**src/rtl/trigger_pkg.sv**
```systemverilog
// Trigger source codes and the source-priority helper shared by the trigger
// front end and downstream consumers of trig_src.
package trigger_pkg;

  localparam int TRIG_SRC_WIDTH = 3;

  typedef enum logic [TRIG_SRC_WIDTH-1:0] {
    TRIG_SRC_NONE   = 3'd0,
    TRIG_SRC_THRESH = 3'd1,
    TRIG_SRC_EXT    = 3'd2,
    TRIG_SRC_SW     = 3'd3,
    TRIG_SRC_LINK   = 3'd4
  } trig_src_e;

  // Fixed priority THRESH > EXT > SW > LINK; losers are dropped, not queued.
  function automatic trig_src_e trig_prio_sel(input logic thresh_fire,
                                              input logic ext_fire,
                                              input logic sw_fire,
                                              input logic link_fire);
    trig_src_e src;
    if (thresh_fire) begin
      src = TRIG_SRC_THRESH;
    end else if (ext_fire) begin
      src = TRIG_SRC_EXT;
    end else if (sw_fire) begin
      src = TRIG_SRC_SW;
    end else if (link_fire) begin
      src = TRIG_SRC_LINK;
    end else begin
      src = TRIG_SRC_NONE;
    end
    return src;
  endfunction

endpackage

```
**src/rtl/chan_discriminator.sv**
```systemverilog
// One channel of threshold discrimination: compare, rising-edge hit detect and
// the coincidence window counter that keeps the channel active after a hit.
module chan_discriminator
  import trigger_pkg::*;
#(
  parameter int P_ADC_BIT_WIDTH = 12,
  parameter int P_WINDOW_WIDTH  = 4
) (
  input  logic                       clk,
  input  logic                       rst_n,
  input  logic [P_ADC_BIT_WIDTH-1:0] sample,
  input  logic [P_ADC_BIT_WIDTH-1:0] thr,
  input  logic                       gt,
  input  logic                       et,
  input  logic                       lt,
  input  logic                       chan_en,
  input  logic [P_WINDOW_WIDTH-1:0]  coinc_window,
  output logic                       cond_o,
  output logic                       hit_o,
  output logic                       active_o
);

  logic                      cond_d, cond_q;
  logic                      prev_cond_d, prev_cond_q;
  logic                      hit;
  logic [P_WINDOW_WIDTH-1:0] win_d, win_q;

  always_comb begin
    cond_d      = (gt & (sample > thr)) | (et & (sample == thr)) | (lt & (sample < thr));
    prev_cond_d = cond_q;
    hit         = cond_q & ~prev_cond_q;
    if (hit) begin
      win_d = coinc_window;
    end else if (win_q != {P_WINDOW_WIDTH{1'b0}}) begin
      win_d = win_q - P_WINDOW_WIDTH'(1'b1);
    end else begin
      win_d = win_q;
    end
  end

  always_ff @(posedge clk or negedge rst_n) begin
    if (!rst_n) begin
      cond_q      <= 1'b0;
      prev_cond_q <= 1'b0;
      win_q       <= {P_WINDOW_WIDTH{1'b0}};
    end else begin
      cond_q      <= cond_d;
      prev_cond_q <= prev_cond_d;
      win_q       <= win_d;
    end
  end

  assign cond_o   = cond_q;
  assign hit_o    = hit;
  assign active_o = chan_en & (hit | (win_q != {P_WINDOW_WIDTH{1'b0}}));

endmodule

```
**src/rtl/multichan_trigger.sv**
```systemverilog
// N-channel trigger front end: M-of-N threshold coincidence merged with ext,
// sw and link triggers, retrigger holdoff, and a 2-cycle aligned sample delay.
module multichan_trigger
  import trigger_pkg::*;
#(
  parameter int P_N_CHAN        = 2,
  parameter int P_ADC_BIT_WIDTH = 12,
  parameter int P_WINDOW_WIDTH  = 4,
  parameter int P_HOLDOFF_WIDTH = 8,
  parameter int P_CNT_WIDTH     = 2
) (
  input  logic                                  clk,
  input  logic                                  rst_n,
  input  logic [P_N_CHAN*P_ADC_BIT_WIDTH-1:0]   adc_stream_in,
  output logic [P_N_CHAN*P_ADC_BIT_WIDTH-1:0]   adc_stream_out,
  input  logic [P_N_CHAN*P_ADC_BIT_WIDTH-1:0]   thr,
  input  logic                                  gt,
  input  logic                                  et,
  input  logic                                  lt,
  input  logic [P_N_CHAN-1:0]                   chan_en,
  input  logic                                  thresh_trig_en,
  input  logic [P_CNT_WIDTH-1:0]                coinc_n,
  input  logic [P_WINDOW_WIDTH-1:0]             coinc_window,
  input  logic [P_HOLDOFF_WIDTH-1:0]            holdoff,
  input  logic                                  sw_run,
  input  logic                                  ext_trig_en,
  input  logic                                  ext_run,
  input  logic                                  link_en,
  input  logic                                  link_in,
  output logic                                  trig,
  output logic [TRIG_SRC_WIDTH-1:0]             trig_src,
  output logic [P_N_CHAN-1:0]                   thresh_tot,
  output logic                                  holdoff_active,
  output logic [31:0]                           trig_count
);

  localparam int LP_BUS_W = P_N_CHAN * P_ADC_BIT_WIDTH;

  logic [P_N_CHAN-1:0] cond, hit, active;

  for (genvar k = 0; k < P_N_CHAN; k++) begin : g_chan
    chan_discriminator #(
      .P_ADC_BIT_WIDTH(P_ADC_BIT_WIDTH),
      .P_WINDOW_WIDTH (P_WINDOW_WIDTH)
    ) u_disc (
      .clk         (clk),
      .rst_n       (rst_n),
      .sample      (adc_stream_in[k*P_ADC_BIT_WIDTH +: P_ADC_BIT_WIDTH]),
      .thr         (thr[k*P_ADC_BIT_WIDTH +: P_ADC_BIT_WIDTH]),
      .gt          (gt),
      .et          (et),
      .lt          (lt),
      .chan_en     (chan_en[k]),
      .coinc_window(coinc_window),
      .cond_o      (cond[k]),
      .hit_o       (hit[k]),
      .active_o    (active[k])
    );
  end

  logic [LP_BUS_W-1:0]        samp_d, samp_q, adc_out_d, adc_out_q;
  logic                       sw_d, sw_q, sw_prev_d, sw_prev_q;
  logic                       link_d, link_q;
  logic                       ext_meta_d, ext_meta_q, ext_sync_d, ext_sync_q;
  logic                       ext_d, ext_q, ext_prev_d, ext_prev_q;
  logic [P_N_CHAN-1:0]        tot_d, tot_q;
  logic                       trig_d, trig_q;
  trig_src_e                  src_d, src_q, cand_src;
  logic [P_HOLDOFF_WIDTH-1:0] hold_d, hold_q;
  logic                       hold_act_d, hold_act_q;
  logic [31:0]                count_d, count_q;
  logic [P_CNT_WIDTH-1:0]     act_cnt;
  logic                       thresh_fire, ext_fire, sw_fire, link_fire;

  always_comb begin
    act_cnt = {P_CNT_WIDTH{1'b0}};
    for (int k = 0; k < P_N_CHAN; k++) begin
      act_cnt = act_cnt + P_CNT_WIDTH'(active[k]);
    end
    // A fresh enabled hit is required, so a window that is merely held open never refires.
    thresh_fire = thresh_trig_en & (coinc_n != {P_CNT_WIDTH{1'b0}}) &
                  (|(hit & chan_en)) & (act_cnt >= coinc_n);
    ext_fire    = ext_trig_en & ext_q & ~ext_prev_q;
    sw_fire     = sw_q & ~sw_prev_q;
    link_fire   = link_en & link_q;
    cand_src    = trig_prio_sel(thresh_fire, ext_fire, sw_fire, link_fire);
  end

  always_comb begin
    samp_d     = adc_stream_in;
    sw_d       = sw_run;
    sw_prev_d  = sw_q;
    link_d     = link_in;
    ext_meta_d = ext_run;
    ext_sync_d = ext_meta_q;
    ext_d      = ext_sync_q;
    ext_prev_d = ext_q;
    adc_out_d  = samp_q;
    tot_d      = cond;
    hold_act_d = (hold_q != {P_HOLDOFF_WIDTH{1'b0}});
    if ((hold_q == {P_HOLDOFF_WIDTH{1'b0}}) && (cand_src != TRIG_SRC_NONE)) begin
      trig_d = 1'b1;
      src_d  = cand_src;
    end else begin
      trig_d = 1'b0;
      src_d  = TRIG_SRC_NONE;
    end
    // Loaded in the trigger cycle itself so holdoff=0 permits back-to-back triggers.
    if (trig_d) begin
      hold_d = holdoff;
    end else if (hold_q != {P_HOLDOFF_WIDTH{1'b0}}) begin
      hold_d = hold_q - P_HOLDOFF_WIDTH'(1'b1);
    end else begin
      hold_d = hold_q;
    end
    if (trig_d) begin
      count_d = count_q + 32'd1;
    end else begin
      count_d = count_q;
    end
  end

  always_ff @(posedge clk or negedge rst_n) begin
    if (!rst_n) begin
      samp_q     <= {LP_BUS_W{1'b0}};
      sw_q       <= 1'b0;
      sw_prev_q  <= 1'b0;
      link_q     <= 1'b0;
      ext_meta_q <= 1'b0;
      ext_sync_q <= 1'b0;
      ext_q      <= 1'b0;
      ext_prev_q <= 1'b0;
      adc_out_q  <= {LP_BUS_W{1'b0}};
      tot_q      <= {P_N_CHAN{1'b0}};
      trig_q     <= 1'b0;
      src_q      <= TRIG_SRC_NONE;
      hold_q     <= {P_HOLDOFF_WIDTH{1'b0}};
      hold_act_q <= 1'b0;
      count_q    <= 32'd0;
    end else begin
      samp_q     <= samp_d;
      sw_q       <= sw_d;
      sw_prev_q  <= sw_prev_d;
      link_q     <= link_d;
      ext_meta_q <= ext_meta_d;
      ext_sync_q <= ext_sync_d;
      ext_q      <= ext_d;
      ext_prev_q <= ext_prev_d;
      adc_out_q  <= adc_out_d;
      tot_q      <= tot_d;
      trig_q     <= trig_d;
      src_q      <= src_d;
      hold_q     <= hold_d;
      hold_act_q <= hold_act_d;
      count_q    <= count_d;
    end
  end

  assign adc_stream_out = adc_out_q;
  assign thresh_tot     = tot_q;
  assign trig           = trig_q;
  assign trig_src       = src_q;
  assign holdoff_active = hold_act_q;
  assign trig_count     = count_q;

endmodule
```
**config.mk**
```make
export PLATFORM = sky130hd
export DESIGN_NAME = multichan_trigger
export DESIGN_NICKNAME = d
export VERILOG_FILES = /design/src/rtl/trigger_pkg.sv /design/src/rtl/chan_discriminator.sv /design/src/rtl/multichan_trigger.sv
export SDC_FILE = /design/constraint.sdc
export NUM_CORES = 1
export LEC_CHECK = 0
export BUFFER_PORTS_ARGS = -buffer_cell sky130_fd_sc_hd__buf_2
export CORE_ASPECT_RATIO = 0.6
export CORE_MARGIN = 5
export CORE_UTILIZATION = 47
export DETAILED_ROUTE_END_ITERATION = 8
export PLACE_DENSITY = 0.73
export RECOVER_POWER = 100
export SLEW_MARGIN = 20
export SYNTH_ARGS = -nofsm -noshare
export SYNTH_HDL_FRONTEND = slang
export SYNTH_HIERARCHICAL = 1
export SYNTH_SLANG_ARGS = --single-unit
```
**constraint.sdc**
```tcl
create_clock -name clk -period 8.94 [get_ports clk]
set_input_delay 2.682 -clock clk [delete_from_list [all_inputs] [get_ports clk]]
set_output_delay 2.682 -clock clk [all_outputs]
set_load 0.02 [all_outputs]
```
==> results of run 1 <==
==> per-stage QoR <==
| step | hold slack (ns) | total power, W | instances | utilization, % | setup slack (ns) |
|---|---|---|---|---|---|
| floorplan | 0.331 | 0.000758 | 410 | - | 4.19 |
| global placement | 0.332 | 0.000822 | 682 | 55.7 | 3.97 |
| detailed placement | 0.335 | 0.000837 | 682 | 55.7 | 3.80 |
| CTS | 0.346 | 0.00148 | 713 | 61.1 | 4.21 |
| global route | 0.356 | 0.00152 | 713 | 59.3 | 2.24 |
| finish | 0.344 | 0.00145 | 714 | 59.3 | 3.17 |
==> worst max path at each step <==
stage,endpoint,depth (start not counted),startpoint,slack [ns]
5_1_grt,g_chan[1].u_disc/cond_o,2,rst_n,2.24
2_1_floorplan,trig_count[7],10,chan_en[0],4.19
3_3_place_gp,hold_q[2],11,chan_en[0],3.97
4_1_cts,hold_q[2],11,chan_en[0],4.21
3_5_place_dp,hold_q[2],11,chan_en[0],3.80
6_report,adc_stream_out[13],2,rst_n,3.17
==> layout by cell type, fill, tap and decap left out, types with 3 or more instances in the layout <==
cell type  synthesis  layout
a211oi_1           5       5
a21oi_1           15      15
and4_1             4       4
buf_2              2      49
clkbuf_1           3      91
clkbuf_16          0      17
clkinv_2           0       6
dfrtp_1          114     114
ha_1              33      33
inv_1             37      37
mux2i_1            8       8
nand2_1           20      20
nand2b_1           5       5
nand3_1           12      12
nand3b_1           3       3
nand4_1            6       6
nor2_1            23      23
nor3_1            19      20
nor3b_1            2       3
nor4_1             6       7
nor4b_1            1       5
o21ai_0            8       8
o31ai_1            3       3
xnor2_1           13      13
xor2_1            25      25
==> per-layer routing <==
| layer | track usage (%) | vias up |
|---|---|---|
| met5 | 0 | - |
| met4 | 5.95 | 0 |
| met3 | 6.77 | 9 |
| met2 | 28.7 | 104 |
| met1 | 24.4 | 1728 |
| li1 | - | 1724 |
==> logic make-up after synthesis <==
| group | count (synthesis) |
|---|---|
| fa+ha+maj | 33 |
| simple gates | 126 |
| xor+xnor | 38 |
| compound gates | 46 |
| mux | 9 |
| buf+inv | 44 |
| flops | 114 |
==> layout make-up <==
class | instances | area [µm²]
repair buffers | 139 | 584
multi-input cells | 252 | 1880
clock buffers | 20 | 447
diodes | 1 | 2.50
clock inverters | 11 | 114
flip-flops and latches | 114 | 2850
inverters | 38 | 143
well taps | 139 | 174
fillers | 938 | 4260
==> registers in the layout, indices dropped and copies added, names as in the netlist <==
register,cells
holdoff_active,1
trig_count,32
ext_prev_d,1
adc_out_d,24
trig_src,3
ext_meta_q,1
sw_prev_d,1
link_q,1
sw_prev_q,1
trig,1
thresh_tot,2
g_chan.u_disc/win_q,8
ext_d,1
adc_stream_out,24
hold_q,8
g_chan.u_disc/prev_cond_q,2
ext_prev_q,1
g_chan.u_disc/cond_o,2
==> report_power, final <==
group          internal (W)  switching [W]
clock              0.000412       0.000220
sequential         0.000568      0.0000407
combinational     0.0000904       0.000122
total               0.00107       0.000383
==> impl_metrics.ini, run 1 <==
[status]
status = finished with violations
violations = capacitance limit, slew limit

[synth]
synth_compound_area_share_pct = 6.16
synth_top_family_by_area = simple AND/OR/NAND/NOR gates
synth_edf_count = 0
netlist.area_leader.share_pct = 57.5
yosysMostFrequentCell = dfrtp_1
syn_area_um2 = 4960
synth-xor-area-share_pct = 6.71
syn-num-nets = 518
synthMuxAreaShare_pct = 1.84
synth_warnings = 6
ys_types = 50
synth_commonest_cells = dfrtp_1 (114), inv_1 (37), ha_1 (33)
synth_fa_ha_area_share_pct = 8.32
ys_seq_area_share_pct = 57.5
synth_area_leaders = dfrtp_1 (58%), ha_1 (8.3%), xor2_1 (4.4%), inv_1 (2.8%), xnor2_1 (2.3%)
ys.flop_type = dfrtp_1
async_reset_ff_share_pct = 100
syn-instance-count = 410
synth_area_per_cell_um2 = 12.1
synth_simple_gate_area_share_pct = 16.1
yosysTopAreaCell = dfrtp_1
ys_ff_latch = 114

[drt]
antenna_left = 0
dr.pass1.iters = 4
wl_met3_um = 773
drc_errors = 0
wl_um = 11300
top_layer_used = met4
viasPerCell = 4.99
route.met2.wl_um = 5210
wl_per_cell_um = 15.8
drtIter0Drc = 182
met1_length_um = 5220
via_count = 3565

[global_routing]
grt_max_degree = 65
grt_overflow = 0
antenna_found_initial = 0
grt_pass1_wl_um = 18200
grt_pass1_vias = 3730
grt_usage_pct = 18.4

[clock_network]
cts-root-buf = clkbuf_16
cts-resized-gates = 0
clkSinkCount = 114
cts_inserted_buffers = 17
h-tree-depth = 4
postCtsSetupBuffers = 0
holdBufCountCts = 0
clockBufferDepth = 2
cts_tree = yes
clk_pin_slew_ns = 0.05
clock_latency_ns = 0.40

[die]
row_count = 29
die_area_um2 = 12800
die_w_um = 143
core_area_um2 = 10500
ioPinCount = 138
start_util_pct = 47.5
die_h_um = 89.6

[hold_path]
hold_class = flop to flop
holdCritStartpoint = adc_out_d[23]
whs_endpoint = adc_stream_out[23]
hold_depth = 0

[sta]
period_needed_ns = 5.77
drv_slew = 146
worst_pin_slew_ns = 2.68
finalHoldViolCount = 0
relSlewSlack_pct = -78.9
fin_skew_ns = 0.0101
rsz0062_at_grt = false
fin_setup_tns_ns = 0
period_share_pct = 64.6
setup_viol = 0
max_freq_mhz = 173

[worst_setup_path]
cpPeakStageDelay_ns = 1.87
crit_slowest_cell = clkbuf_1
r2r-start = g_chan[0].u_disc/win_q[0]
crit_required_ns = 9.16
start_kind = input pin
critPathBufInv = 2
ff2ff_path_depth = 12
arrival_ns = 5.99
crit_chain = clkbuf_1 -> clkbuf_2
end_kind = asynchronous set/reset pin
crit_family = buffers and inverters
crit_type = input pin to asynchronous set/reset pin
r2r_slack_ns = 4.52
r2r-end = hold_q[1]
crit_fanout = 64

[final_layout]
syn2layout_area_growth_pct = 24.9
drive_gt1_share_pct = 16.4
finalInstanceArea_um2 = 6190
nets = 670

[placement]
dpl_cell_area_um2 = 5820
dpl.hpwl_um = 8540
port-buffer-count = 137
gp_congestion = 0.831

[job]
maxCapViolations = 4

[power]
vdd_drop_max_uv = 146
power.density_nw_per_um2 = 235
p_leak_nw = 2.77
No activity file was read; power rests on OpenSTA's default activity.
==> run 2, diff against run 1 <==
--- a/config.mk
+++ b/config.mk
@@ -5,12 +5,13 @@
 export SDC_FILE = /design/constraint.sdc
 export NUM_CORES = 1
 export LEC_CHECK = 0
+export ABC_AREA = 1
 export BUFFER_PORTS_ARGS = -buffer_cell sky130_fd_sc_hd__buf_2
 export CORE_ASPECT_RATIO = 0.6
 export CORE_MARGIN = 5
 export CORE_UTILIZATION = 47
 export DETAILED_ROUTE_END_ITERATION = 8
-export PLACE_DENSITY = 0.73
+export PLACE_DENSITY = 0.74
 export RECOVER_POWER = 100
 export SLEW_MARGIN = 20
 export SYNTH_ARGS = -nofsm -noshare
==> constraint.sdc (replaced) <==
create_clock -name clk -period 5.2 [get_ports clk]
set_input_delay 1.56 -clock clk [delete_from_list [all_inputs] [get_ports clk]]
set_output_delay 1.56 -clock clk [all_outputs]
set_load 0.02 [all_outputs]
==> impl_metrics.ini, run 2 <==
[synth]
synth_edf_count = 0
yosysMostFrequentCell = nand2_1
ys_types = 28
ys.flop_type = dfrtp_1
netlist.area_leader.share_pct = 49.1
synth_warnings = 6
async_reset_ff_share_pct = 100
synth_area_per_cell_um2 = 8.25
syn-num-nets = 812
ys_seq_area_share_pct = 49.1
ys_ff_latch = 114
synth_commonest_cells = nand2_1 (258), dfrtp_1 (114), inv_1 (84)
syn-instance-count = 704
synth_area_leaders = dfrtp_1 (49%), nand2_1 (17%), ha_1 (7.1%), inv_1 (5.4%), nor2_1 (3.7%)
yosysTopAreaCell = dfrtp_1
syn_area_um2 = 5810

[global_routing]
grt_usage_pct = 18.9
grt_overflow = 0
antenna_found_initial = 0
grt_max_degree = 44
grt_pass1_wl_um = 22100
grt_pass1_vias = 4588

[sta]
worst_pin_slew_ns = 2.11
max_freq_mhz = 244
rsz0062_at_grt = false
period_share_pct = 78.7
relSlewSlack_pct = -40.8
fin_skew_ns = 0.00962
holdWs_ns = 0.345
finalHoldViolCount = 0
fin_setup_tns_ns = 0
period_needed_ns = 4.09
setup_viol = 0
drv_slew = 40

[clock_network]
holdBufCountCts = 0
postCtsSetupBuffers = 0
cts-resized-gates = 0
cts_inserted_buffers = 17
cts_tree = yes
clockBufferDepth = 2
clk_pin_slew_ns = 0.05
clock_latency_ns = 0.40
h-tree-depth = 4
cts-root-buf = clkbuf_16
clkSinkCount = 114

[drt]
drtIter0Drc = 226
dr.pass1.iters = 5
wl_per_cell_um = 13.0
antenna_left = 0
wl_um = 13400
via_count = 4793
viasPerCell = 4.65
drc_errors = 0

[worst_setup_path]
ff2ff_path_depth = 18
r2r-start = g_chan[0].u_disc/win_q[1]
end_kind = flop
crit_fanout = 36
r2r-end = trig_count[0]
crit_required_ns = 5.53
start_kind = input pin
r2r_slack_ns = 1.39
arrival_ns = 4.43
crit_type = input pin to flop

[power]
p_leak_nw = 3.60
power.density_nw_per_um2 = 380
vdd_drop_max_uv = 192

[placement]
dpl.hpwl_um = 10100
gp_congestion = 0.931
place_inst = 1000
port-buffer-count = 137

[status]
violations = capacitance limit, slew limit
status = finished with violations

[hold_path]
whs_endpoint = adc_stream_out[21]
hold_class = flop to flop
holdCritStartpoint = adc_out_d[21]
hold_depth = 0

[die]
row_count = 31
start_util_pct = 48.2
core_area_um2 = 12100
die_w_um = 154
ioPinCount = 138
die_area_um2 = 14800
die_h_um = 96.1

[job]
maxCapViolations = 1

[final_layout]
drive_gt1_share_pct = 15.0
nets = 962
syn2layout_area_growth_pct = 23.0
layout_common_cells = nand2_1 (259), dfrtp_1 (114), inv_1 (86)
n_antenna_cell = 0
largest_reg_flops = 32
instances_no_fill = 1031
layout_commonest_cell = nand2_1
## run 2: changes by cell type in the layout (fill, tap and decap cells not counted), sizes merged, moves of 8 or more
cell,previous run,this run
mux2i,8,0
nor4,8,0
o21ai,8,16
nor3,21,3
nand2,20,270
nor2,23,73
inv,38,97
xor2,25,13
nand3,14,34
## run 2: worst max-delay path by stage
stage               startpoint             end  cells past startpoint
floorplan           chan_en[0]  trig_count[29]                     15
global placement    chan_en[0]  trig_count[23]                     14
detailed placement  chan_en[1]   trig_count[1]                     14
CTS                 chan_en[1]   trig_count[0]                     14
global route        chan_en[1]   trig_count[0]                     14
finish              chan_en[1]   trig_count[0]                     14
## run 2: logic make-up after synthesis
group,after synthesis,synth area share (%)
simple gates,391,29.8
xor+xnor,22,3.32
fa+ha+maj,33,7.11
buf+inv,106,7.24
compound gates,38,3.40
flops,114,49.1
## run 2: area by class of cell
class	count	area (µm²)
Clock buffer	19	453
Sequential cell	114	2850
Tap cell	165	206
Clock inverter	12	158
Multi-Input combinational cell	484	2520
Timing Repair Buffer	139	591
Inverter	98	368
Fill cell	1118	4910
## run 2: critical path, cell delays in order
cell and delay [ns]:
buf_2 0.10, nand2_1 0.06, inv_1 0.04, ha_1 0.26
inv_1 0.04, ha_1 0.26, nand2_1 0.04, nand3b_1 0.07
nand3_1 0.21, nand2_1 0.39, nand2_4 0.33, inv_1 0.82
nand2_1 0.13, nand2_1 0.09
## run 2: metal layers
layer | global-route usage [%] | wire [µm] | vias up
met5 | 0 | 0 | -
met4 | 5.66 | 118 | 0
met3 | 7.95 | 1310 | 14
met2 | 27.2 | 5440 | 154
met1 | 26.1 | 6540 | 2148
li1 | - | - | 2477
## run 2: power breakdown
part           internal, W  switching (W)
sequential        0.000991      0.0000723
clock             0.000777       0.000409
combinational     0.000183       0.000281
total              0.00195       0.000763
## run 2: through the flow
step / power [W] / area [µm²] / setup slack, ns / util [%]
2_1_floorplan: 0.00141 / 5810 / 2.09 / -
3_3_place_gp: 0.00155 / 6670 / 1.37 / 55.3
3_5_place_dp: 0.00156 / 6670 / 1.28 / 55.3
4_1_cts: 0.00276 / 7280 / 1.70 / 60.3
5_1_grt: 0.00286 / 7150 / 0.714 / 59.3
6_report: 0.00272 / 7150 / 1.11 / 59.3
==> run 3, diff against run 2 <==
==> constraint.sdc (replaced) <==
create_clock -name clk -period 3.7 [get_ports clk]
set_input_delay 1.11 -clock clk [delete_from_list [all_inputs] [get_ports clk]]
set_output_delay 1.11 -clock clk [all_outputs]
set_load 0.02 [all_outputs]
==> impl_metrics.ini, run 3 (synthesis gave the netlist of run 2 again) <==
[status]
status = finished with violations
violations = capacitance limit, slew limit

[die]
ioPinCount = 138
start_util_pct = 48.2
die_w_um = 154
die_h_um = 96.1
die_area_um2 = 14800
row_count = 31
core_area_um2 = 12100

[final_layout]
nets = 963
syn2layout_area_growth_pct = 23.6
largest_reg_flops = 32
layout_common_cells = nand2_1 (259), dfrtp_1 (114), inv_1 (88)
n_antenna_cell = 0
layout_commonest_cell = nand2_1
drive_gt1_share_pct = 14.3

[worst_setup_path]
end_kind = flop
crit_type = flop to flop
crit_end = trig_count[4]
r2r_slack_ns = 0.63
cp-startpoint = g_chan[0].u_disc/win_q[1]
crit_fanout = 29
r2r-end = trig_count[4]
start_kind = flop
ff2ff_path_depth = 18
crit_required_ns = 4.03
r2r-start = g_chan[0].u_disc/win_q[1]
arrival_ns = 3.41

[sta]
drv_slew = 36
fin_skew_ns = 0.0130
fin_setup_tns_ns = 0
max_freq_mhz = 325
period_needed_ns = 3.07
worst_pin_slew_ns = 1.98
setup_viol = 0
period_share_pct = 83.1
rsz0062_at_grt = false
finalHoldViolCount = 0
relSlewSlack_pct = -32.0

[power]
p_sw_share_pct = 27.2
clkPwrFrac_pct = 44.5
vdd_drop_max_uv = 320
power_w = 0.00389
combPwrFrac_pct = 17.1
power_switching_w = 0.00106
pwr-share-seq_pct = 38.4
power.density_nw_per_um2 = 541
p_leak_nw = 3.62
internal_power_w = 0.00283

[drt]
antenna_left = 0
wl_um = 13500
drtIter0Drc = 228
dr.pass1.iters = 5
wl_per_cell_um = 13.0
via_count = 4826
drc_errors = 0
viasPerCell = 4.68

[global_routing]
antenna_found_initial = 1
grt_max_degree = 47
grt_pass1_vias = 4687
grt_pass1_wl_um = 22500
grt_overflow = 0
grt_usage_pct = 19.1

[clock_network]
clk_pin_slew_ns = 0.05
holdBufCountCts = 0
cts_inserted_buffers = 17
h-tree-depth = 4
clock_latency_ns = 0.40
cts-root-buf = clkbuf_16
postCtsSetupBuffers = 0
clkSinkCount = 114
clockBufferDepth = 2
cts_tree = yes
cts-resized-gates = 0

[placement]
port-buffer-count = 137
dpl.hpwl_um = 10200
gp_congestion = 0.968

[hold_path]
hold_class = flop to flop

[job]
maxCapViolations = 1
[run 3: cell count changes in the layout (fill, tap and decap cells not counted), sizes merged]
cell,previous run,this run
clkinv,7,6
buf,53,54
inv,97,96
bufinv,3,4
clkbuf,105,107
clkinvlp,3,1
[run 3: metal layers]
metal | up-vias | GRT usage, % | share of wire (%)
li1 | 2472 | - | -
met1 | 2172 | 28.0 | 50
met2 | 170 | 26.9 | 41
met3 | 10 | 6.38 | 8.8
met4 | 2 | 5.29 | 0.69
met5 | - | 0 | 0.089
[run 3: layout make-up]
| type | count | area, µm² |
|---|---|---|
| Timing Repair Buffer | 140 | 613 |
| Inverter | 98 | 368 |
| Fill cell | 1123 | 4880 |
| Multi-Input combinational cell | 484 | 2510 |
| Clock inverter | 9 | 155 |
| Tap cell | 165 | 206 |
| Clock buffer | 21 | 470 |
| Sequential cell | 114 | 2850 |
[run 3: per-stage QoR]
| stage | instance area (µm²) | worst slack, ns | instances | utilization (%) | hold WS (ns) |
|---|---|---|---|---|---|
| 3_3_place_gp | 6690 | 0.625 | 1001 | 55.4 | 0.332 |
| 4_1_cts | 7310 | 0.782 | 1031 | 60.6 | 0.347 |
| 6_report | 7180 | 0.625 | 1031 | 59.5 | 0.346 |
| 2_1_floorplan | 5810 | 1.04 | 704 | - | 0.331 |
| 5_1_grt | 7180 | 0.266 | 1031 | 59.5 | 0.350 |
| 3_5_place_dp | 6690 | 0.549 | 1001 | 55.4 | 0.335 |
[run 3: worst min-delay path by stage]
stage	startpoint	to	slack, ns	cells past startpoint
global placement	adc_out_d[18]	adc_stream_out[18]	0.33	0
global route	adc_out_d[21]	adc_stream_out[21]	0.35	0
floorplan	adc_out_d[0]	adc_stream_out[0]	0.33	0
detailed placement	adc_out_d[22]	adc_stream_out[22]	0.33	0
CTS	adc_out_d[22]	adc_stream_out[22]	0.35	0
finish	adc_out_d[9]	adc_stream_out[9]	0.35	0
[run 3: power by group through the flow]
stage	Clock (W)	Combinational [W]	Sequential [W]
final	0.00173	0.000665	0.00149
after global routing	0.00182	0.000770	0.00151
after CTS	0.00176	0.000697	0.00150
after detailed placement	0	0.000680	0.00151
after global placement	0	0.000670	0.00151
after floorplan	0	0.000456	0.00153
[run 3: worst max-delay path, stage by stage, from the launching register on]
cell and delay, ns:
dfrtp_1 0.36, inv_1 0.12, ha_1 0.17, nand2_1 0.06
nor3_1 0.17, inv_1 0.13, nand2_1 0.09, inv_1 0.04
ha_1 0.26, inv_1 0.04, ha_1 0.26, nand2_1 0.04
nand3b_1 0.09, nand3_2 0.15, nand2_1 0.36, nand2_4 0.07
inv_2 0.39, nand2_1 0.12, nand2_1 0.09
